[config.mk]
export PLATFORM = sky130hd
export DESIGN_NAME = sd_spi_responder
export DESIGN_NICKNAME = d
export VERILOG_FILES = /design/src/rtl/sd_spi_responder.sv
export SDC_FILE = /design/constraint.sdc
export NUM_CORES = 1
export LEC_CHECK = 0
export ABC_AREA = 1
export BUFFER_PORTS_ARGS = -buffer_cell sky130_fd_sc_hd__buf_2
export CORE_MARGIN = 5
export CORE_UTILIZATION = 37
export DETAILED_ROUTE_END_ITERATION = 6
export PLACE_DENSITY = 0.51
export RECOVER_POWER = 25
export SYNTH_ARGS = -nofsm -noshare
export SYNTH_HDL_FRONTEND = slang
export SYNTH_SLANG_ARGS = --single-unit
[constraint.sdc]
create_clock -name clk -period 7.1 [get_ports clk]
set_input_delay 0 -clock clk [delete_from_list [all_inputs] [get_ports clk]]
set_output_delay 0 -clock clk [all_outputs]
set_load 0.01 [all_outputs]
[src/rtl/sd_spi_responder.sv]
// SPI-mode SD card responder: oversamples the initiator's SPI pins on clk, decodes
// init and single-block commands, and serves 512-byte blocks from an external store.
`timescale 1ns/1ps

module sd_spi_responder #(
    parameter int IDLE_POLLS       = 2,
    parameter int NCR_BYTES        = 1,
    parameter int WRITE_BUSY_BYTES = 2
) (
    input  logic        clk,
    input  logic        rst,
    input  logic        spi_clk,
    input  logic        cs,
    input  logic        mosi,
    output logic        miso,
    output logic [31:0] blk_addr,
    output logic [8:0]  byte_idx,
    input  logic [7:0]  rd_data,
    output logic [7:0]  wr_data,
    output logic        wr_en,
    output logic [5:0]  cmd_index,
    output logic        cmd_strobe,
    output logic        card_ready
);

    localparam logic [3:0] S_CMD      = 4'd0;
    localparam logic [3:0] S_NCR      = 4'd1;
    localparam logic [3:0] S_R1       = 4'd2;
    localparam logic [3:0] S_EXTRA    = 4'd3;
    localparam logic [3:0] S_RD_TOKEN = 4'd4;
    localparam logic [3:0] S_RD_DATA  = 4'd5;
    localparam logic [3:0] S_RD_CRC   = 4'd6;
    localparam logic [3:0] S_WR_TOKEN = 4'd7;
    localparam logic [3:0] S_WR_DATA  = 4'd8;
    localparam logic [3:0] S_WR_CRC   = 4'd9;
    localparam logic [3:0] S_WR_RESP  = 4'd10;
    localparam logic [3:0] S_WR_BUSY  = 4'd11;

    localparam logic [1:0] P_NONE  = 2'd0;
    localparam logic [1:0] P_EXTRA = 2'd1;
    localparam logic [1:0] P_READ  = 2'd2;
    localparam logic [1:0] P_WRITE = 2'd3;

    localparam logic [7:0] LP_POLLS = 8'(IDLE_POLLS);
    localparam logic [9:0] LP_NCR   = 10'(NCR_BYTES);
    localparam logic [9:0] LP_BUSY  = 10'(WRITE_BUSY_BYTES);

    logic [1:0]  r_sclk_sync;
    logic [1:0]  r_cs_sync;
    logic [1:0]  r_mosi_sync;
    logic        r_sclk_prev;

    logic [3:0]  r_state;
    logic [2:0]  r_bit_cnt;
    logic [9:0]  r_cnt;
    logic [6:0]  r_rx_sr;
    logic [7:0]  r_tx;
    logic [5:0]  r_cmd_idx;
    logic [31:0] r_arg;
    logic [7:0]  r_r1;
    logic [31:0] r_extra;
    logic [1:0]  r_phase;
    logic        r_idle;
    logic        r_app_cmd;
    logic [7:0]  r_acmd_cnt;
    logic        r_ready;
    logic [31:0] r_blk_addr;
    logic [8:0]  r_byte_idx;
    logic [7:0]  r_wr_data;
    logic        r_wr_en;
    logic [5:0]  r_cmd_index;
    logic        r_cmd_strobe;

    logic        w_sclk;
    logic        w_rise;
    logic        w_fall;
    logic        w_cs_n;
    logic        w_mosi;
    logic [7:0]  w_rx_byte;

    logic        w_idle_next;
    logic [7:0]  w_acmd_next;
    logic [7:0]  w_acmd_inc;
    logic        w_illegal;
    logic [1:0]  w_phase;
    logic [31:0] w_extra;
    logic [7:0]  w_r1;

    assign w_sclk    = r_sclk_sync[1];
    assign w_rise    = w_sclk & ~r_sclk_prev;
    assign w_fall    = ~w_sclk & r_sclk_prev;
    assign w_cs_n    = r_cs_sync[1];
    assign w_mosi    = r_mosi_sync[1];
    assign w_rx_byte = {r_rx_sr, w_mosi};

    always_ff @(posedge clk) begin
        if (rst) begin
            r_sclk_sync <= 2'b00;
            r_cs_sync   <= 2'b11;
            r_mosi_sync <= 2'b11;
            r_sclk_prev <= 1'b0;
        end else begin
            r_sclk_sync <= {r_sclk_sync[0], spi_clk};
            r_cs_sync   <= {r_cs_sync[0], cs};
            r_mosi_sync <= {r_mosi_sync[0], mosi};
            r_sclk_prev <= w_sclk;
        end
    end

    // Effect of the just-collected command frame, evaluated when its CRC byte lands
    always_comb begin
        w_idle_next = r_idle;
        w_acmd_next = r_acmd_cnt;
        w_acmd_inc  = (r_acmd_cnt == 8'hFF) ? r_acmd_cnt : r_acmd_cnt + 8'd1;
        w_illegal   = 1'b0;
        w_phase     = P_NONE;
        w_extra     = 32'hFFFF_FFFF;
        case (r_cmd_idx)
            6'd0: begin
                w_idle_next = 1'b1;
                w_acmd_next = 8'd0;
            end
            6'd8: begin
                w_phase = P_EXTRA;
                w_extra = {24'h000001, r_arg[7:0]};
            end
            6'd55: begin
                w_phase = P_NONE;
            end
            6'd41: begin
                if (r_app_cmd) begin
                    w_acmd_next = w_acmd_inc;
                    if (w_acmd_inc >= LP_POLLS) begin
                        w_idle_next = 1'b0;
                    end
                end else begin
                    w_illegal = 1'b1;
                end
            end
            6'd58: begin
                w_phase = P_EXTRA;
                w_extra = 32'hC0FF_8000;
            end
            6'd17: begin
                if (!r_idle) w_phase = P_READ;
                else         w_illegal = 1'b1;
            end
            6'd24: begin
                if (!r_idle) w_phase = P_WRITE;
                else         w_illegal = 1'b1;
            end
            default: w_illegal = 1'b1;
        endcase
        w_r1 = {5'b00000, w_illegal, 1'b0, w_idle_next};
    end

    always_ff @(posedge clk) begin
        if (rst) begin
            r_state      <= S_CMD;
            r_bit_cnt    <= 3'd0;
            r_cnt        <= 10'd0;
            r_tx         <= 8'hFF;
            r_phase      <= P_NONE;
            r_idle       <= 1'b1;
            r_app_cmd    <= 1'b0;
            r_acmd_cnt   <= 8'd0;
            r_ready      <= 1'b0;
            r_blk_addr   <= 32'd0;
            r_byte_idx   <= 9'd0;
            r_wr_data    <= 8'd0;
            r_wr_en      <= 1'b0;
            r_cmd_index  <= 6'd0;
            r_cmd_strobe <= 1'b0;
        end else begin
            r_wr_en      <= 1'b0;
            r_cmd_strobe <= 1'b0;
            // Deselect has priority over a byte completing in the same cycle
            if (w_cs_n) begin
                r_tx      <= 8'hFF;
                r_bit_cnt <= 3'd0;
                r_state   <= S_CMD;
                r_cnt     <= 10'd0;
            end else if (w_rise) begin
                r_rx_sr   <= w_rx_byte[6:0];
                r_bit_cnt <= r_bit_cnt + 3'd1;
                if (r_bit_cnt == 3'd7) begin
                    case (r_state)
                        S_CMD: begin
                            r_tx <= 8'hFF;
                            if (r_cnt == 10'd0) begin
                                if (w_rx_byte[7:6] == 2'b01) begin
                                    r_cmd_idx <= w_rx_byte[5:0];
                                    r_cnt     <= 10'd1;
                                end
                            end else if (r_cnt < 10'd5) begin
                                r_arg <= {r_arg[23:0], w_rx_byte};
                                r_cnt <= r_cnt + 10'd1;
                            end else begin
                                r_cmd_strobe <= 1'b1;
                                r_cmd_index  <= r_cmd_idx;
                                r_app_cmd    <= (r_cmd_idx == 6'd55);
                                r_idle       <= w_idle_next;
                                r_ready      <= ~w_idle_next;
                                r_acmd_cnt   <= w_acmd_next;
                                r_r1         <= w_r1;
                                r_phase      <= w_phase;
                                r_extra      <= w_extra;
                                if (w_phase == P_READ || w_phase == P_WRITE) begin
                                    r_blk_addr <= r_arg;
                                end
                                r_state <= S_NCR;
                                r_cnt   <= 10'd1;
                            end
                        end
                        S_NCR: begin
                            if (r_cnt >= LP_NCR) begin
                                r_tx       <= r_r1;
                                r_byte_idx <= 9'd0;
                                r_state    <= S_R1;
                                r_cnt      <= 10'd0;
                            end else begin
                                r_tx  <= 8'hFF;
                                r_cnt <= r_cnt + 10'd1;
                            end
                        end
                        S_R1: begin
                            case (r_phase)
                                P_EXTRA: begin
                                    r_tx    <= r_extra[31:24];
                                    r_extra <= {r_extra[23:0], 8'hFF};
                                    r_cnt   <= 10'd1;
                                    r_state <= S_EXTRA;
                                end
                                P_READ: begin
                                    r_tx    <= 8'hFE;
                                    r_state <= S_RD_TOKEN;
                                end
                                P_WRITE: begin
                                    r_tx    <= 8'hFF;
                                    r_state <= S_WR_TOKEN;
                                end
                                default: begin
                                    r_tx    <= 8'hFF;
                                    r_cnt   <= 10'd0;
                                    r_state <= S_CMD;
                                end
                            endcase
                        end
                        S_EXTRA: begin
                            if (r_cnt == 10'd4) begin
                                r_tx    <= 8'hFF;
                                r_cnt   <= 10'd0;
                                r_state <= S_CMD;
                            end else begin
                                r_tx    <= r_extra[31:24];
                                r_extra <= {r_extra[23:0], 8'hFF};
                                r_cnt   <= r_cnt + 10'd1;
                            end
                        end
                        S_RD_TOKEN: begin
                            r_tx       <= rd_data;
                            r_byte_idx <= r_byte_idx + 9'd1;
                            r_cnt      <= 10'd1;
                            r_state    <= S_RD_DATA;
                        end
                        S_RD_DATA: begin
                            if (r_cnt == 10'd512) begin
                                r_tx    <= 8'hFF;
                                r_cnt   <= 10'd1;
                                r_state <= S_RD_CRC;
                            end else begin
                                r_tx       <= rd_data;
                                r_byte_idx <= r_byte_idx + 9'd1;
                                r_cnt      <= r_cnt + 10'd1;
                            end
                        end
                        S_RD_CRC: begin
                            r_tx <= 8'hFF;
                            if (r_cnt == 10'd2) begin
                                r_cnt   <= 10'd0;
                                r_state <= S_CMD;
                            end else begin
                                r_cnt <= r_cnt + 10'd1;
                            end
                        end
                        S_WR_TOKEN: begin
                            r_tx <= 8'hFF;
                            if (w_rx_byte == 8'hFE) begin
                                r_cnt   <= 10'd0;
                                r_state <= S_WR_DATA;
                            end
                        end
                        S_WR_DATA: begin
                            r_tx       <= 8'hFF;
                            r_wr_data  <= w_rx_byte;
                            r_byte_idx <= r_cnt[8:0];
                            r_wr_en    <= 1'b1;
                            if (r_cnt == 10'd511) begin
                                r_cnt   <= 10'd0;
                                r_state <= S_WR_CRC;
                            end else begin
                                r_cnt <= r_cnt + 10'd1;
                            end
                        end
                        S_WR_CRC: begin
                            if (r_cnt == 10'd1) begin
                                r_tx    <= 8'h05;
                                r_cnt   <= 10'd0;
                                r_state <= S_WR_RESP;
                            end else begin
                                r_tx  <= 8'hFF;
                                r_cnt <= r_cnt + 10'd1;
                            end
                        end
                        S_WR_RESP: begin
                            r_tx    <= 8'h00;
                            r_cnt   <= 10'd1;
                            r_state <= S_WR_BUSY;
                        end
                        S_WR_BUSY: begin
                            if (r_cnt >= LP_BUSY) begin
                                r_tx    <= 8'hFF;
                                r_cnt   <= 10'd0;
                                r_state <= S_CMD;
                            end else begin
                                r_tx  <= 8'h00;
                                r_cnt <= r_cnt + 10'd1;
                            end
                        end
                        default: begin
                            r_tx    <= 8'hFF;
                            r_cnt   <= 10'd0;
                            r_state <= S_CMD;
                        end
                    endcase
                end
            end else if (w_fall && r_bit_cnt != 3'd0) begin
                r_tx <= {r_tx[6:0], 1'b1};
            end
        end
    end

    assign miso       = r_tx[7];
    assign blk_addr   = r_blk_addr;
    assign byte_idx   = r_byte_idx;
    assign wr_data    = r_wr_data;
    assign wr_en      = r_wr_en;
    assign cmd_index  = r_cmd_index;
    assign cmd_strobe = r_cmd_strobe;
    assign card_ready = r_ready;

endmodule

==> impl_metrics.csv <==
group,metric,value,unit
outcome,outcome,"completed",
place,place_congestion,0.8619,
die,start_util,37.57,%
clocking,htreeDepth,4,
synth,synthesis.nets,971,
routing,vias_per_cell,4.820,
timing,relSlewSlack,25.31,%
timing,slew_viol_final,0,
setup_path,r2r_cells,10,
setup_path,critPathMaxFanout,41,
timing,timing.fmax,324.7,MHz
place,dpl_cell_area,8795,µm²
synth,synth-main-ff-cell,"dfxtp_1",
clocking,tritoncts,"yes",
timing,finalSetupViolations,0,
setup_path,critPathRequiredTime,7.43,ns
synth,avgSynthCellArea,8.658,µm²
setup_path,path_cells,"clkinv_1 -> ha_1 -> nor2_1 -> nand2_1 -> nand2_2 -> nand3_4 -> nor2_4 -> inv_2 -> nor2_1 -> nor2_1",
grt,grt_max_degree,50,
place,port_buffers,71,
job,maxCapViolCount,0,
grt,antenna_found_initial,0,
routing,ant_nets,0,
grt,grt_overflow_total,0,
synth,netlist-cell-type-count,49,
layout,fin_area,9512,µm²
grt,track_usage,16.75,%
setup_path,max_stage_delay,0.63,ns
worst_hold_path,hold_class,"input port to flop",
clocking,clk_latency,0.44,ns
die,die-area,25160,µm²
timing,clock_skew,0.01668,ns
pwr,cellPowerDensity,219.5,nW/µm²
synth,async_flop_share,0,%
timing,min_period_over_period,43.38,%
synth,yosysWarnings,0,
clocking,clk_pin_slew,0.08,ns
timing,finalSetupTns,0,ns
routing,num_vias,6348,
setup_path,worst_ep_arrival_time,3.41,ns
timing,worst_slew_pin_slew,1.110,ns
synth,synth_seq_cells,181,
synth,yosysTopAreaCell,"edfxtp_1",
place,dpl.hpwl,14.07,mm
synth,syn_inst,944,
routing,drt_iter0_drc,337,
layout,syn_to_final_growth,16.38,%
routing,first_pass_iters,5,
clocking,post-cts-setup-buffers,0,
grt,grt_pass1_wl,33.51,mm
synth,synth_top_cell_area_share,29.03,%
clocking,clk_path_buf_depth,2,
setup_path,path_class,"flop to flop",
pwr,leakagePower,0.003754,µW
die,fp.dieW,158.6,µm
setup_path,crit_cells,10,
die,rows,54,
layout,filler_cell_count,2236,
synth,netlist_area,8173,µm²
setup_path,crit_path_end_kind,"flop",
layout,seq_area,4414,µm²
setup_path,cp_slowest_cell,"nor2_4",
synth,ys_seq_area_share,54.01,%
routing,routed_wl,19.97,mm
worst_hold_path,hold_path_depth,7,
clocking,hold_buffers,12,
routing,drt-wirelength-per-cell,15.16,µm
pwr,ir_drop,0.0001285,V
pwr,power,2088,µW
timing,post-route-min-period,3.080,ns
clocking,post_cts_resized,0,
timing,rsz0062_at_grt,"false",
setup_path,crit_path_start_kind,"flop",
routing,route.detailed.drc,0,
timing,whs,0.08694,ns
timing,final_hold_viol_count,0,
setup_path,crit_path_frequent_cell,"nor2_1",
clocking,cts_root_buf,"clkbuf_16",
die,ios,72,
layout,layout_common_cells,"nor2_1 (187), nand2_1 (159), dfxtp_1 (102)",
setup_path,cpLargestDelayFamily,"simple AND/OR/NAND/NOR gates",
synth,ys_top_cells_by_area,"edfxtp_1 (29%), dfxtp_1 (25%), nor2_1 (8.6%)",
synth,synth_edf_count,79,
layout,finalNetCount,1051,
clocking,clkSinkCount,181,
grt,grt_pass1_vias,6263,
die,core_area,21760,µm²
layout,drive_above_1_share,14.37,%
die,die_h,158.6,µm
clocking,cts_buffers,17,
layout,layout_commonest_cell,"nor2_1",
layout,multi_input_area,3318,µm²
layout,n_antenna_cell,0,
setup_path,path_buf_inv,2,
==> state kept, by name, indices dropped and copies added (netlist names), 3 cells and up <==
| signal | flops |
|---|---|
| blk_addr | 32 |
| byte_idx | 9 |
| cmd_index | 6 |
| r_acmd_cnt | 8 |
| r_arg | 32 |
| r_bit_cnt | 3 |
| r_cmd_idx | 6 |
| r_cnt | 10 |
| r_extra | 32 |
| r_rx_sr | 7 |
| r_state | 4 |
| r_tx | 8 |
| wr_data | 8 |
==> where the power goes <==
part | internal [µW] | switching [µW]
sequential | 1080 | 1.29
clock | 491 | 495
combinational | 9.72 | 13.6
==> final timing paths <==
path                                             endpoint  slack (ns)                       from
worst max register to register  blk_addr[27]$_SDFFE_PP0P_        4.02      r_cnt[0]$_SDFFE_PN0P_
worst max-delay path            blk_addr[27]$_SDFFE_PP0P_        4.02      r_cnt[0]$_SDFFE_PN0P_
worst min register to register  r_sclk_sync[1]$_SDFF_PP0_        0.41  r_sclk_sync[0]$_SDFF_PP0_
worst min-delay path                 r_tx[0]$_SDFFE_PN1P_        0.09                 rd_data[0]
==> per-stage QoR <==
step	std cells	util, %	setup WS, ns
after floorplan	944	-	2.176
after global placement	1273	40.42	3.987
after detailed placement	1273	40.42	3.905
after CTS	1317	43.89	3.910
after global routing	1317	43.72	3.540
final	1317	43.72	4.020
==> Yosys cell counts, drive strengths merged, types with 2 or more instances <==
cell type and number:
nor2 203, nand2 173, dfxtp 102, o21ai 87, inv 80, edfxtp 79
a21oi 60, nand3 46, buf 15, ha 14, clkbuf 13, nor3 13
nand4 12, o21bai 8, a22o 6, or2 5, a211oi 4, xor2 4
clkinv 3, a21o 2, nor4 2, o2111ai 2, o22ai 2, xnor2 2
==> worst reg2reg max path, stage by stage, from the launching register on <==
cell and delay (ns):
dfxtp_1 0.54, clkinv_1 0.36, ha_1 0.35, nor2_1 0.11, nand2_1 0.08, nand2_2 0.13
nand3_4 0.12, nor2_4 0.63, inv_2 0.40, nor2_1 0.20, nor2_1 0.06
==> layer usage <==
metal,global-route usage (%),vias to the layer above,wire length (µm)
li1,-,3306,-
met1,22.81,2935,9466
met2,27.53,95,9614
met3,3.425,12,684
met4,3.981,0,206
met5,0,-,0
==> cells by family after synthesis <==
| logic type | synth area share [%] |
|---|---|
| buf+inv | 5.527 |
| simple gates | 25.78 |
| fa+ha+maj | 2.143 |
| xor+xnor | 0.6430 |
| flops | 54.01 |
| compound gates | 11.90 |
==> area by class of cell <==
class	instances	share of cell area (%)
flip-flops and latches	181	46.41
clock inverters	15	2.184
multi-input cells	652	34.89
well taps	280	3.683
clock buffers	17	4.473
repair buffers	89	5.091
inverters	83	3.275
Power figures use the tool's default switching activity.
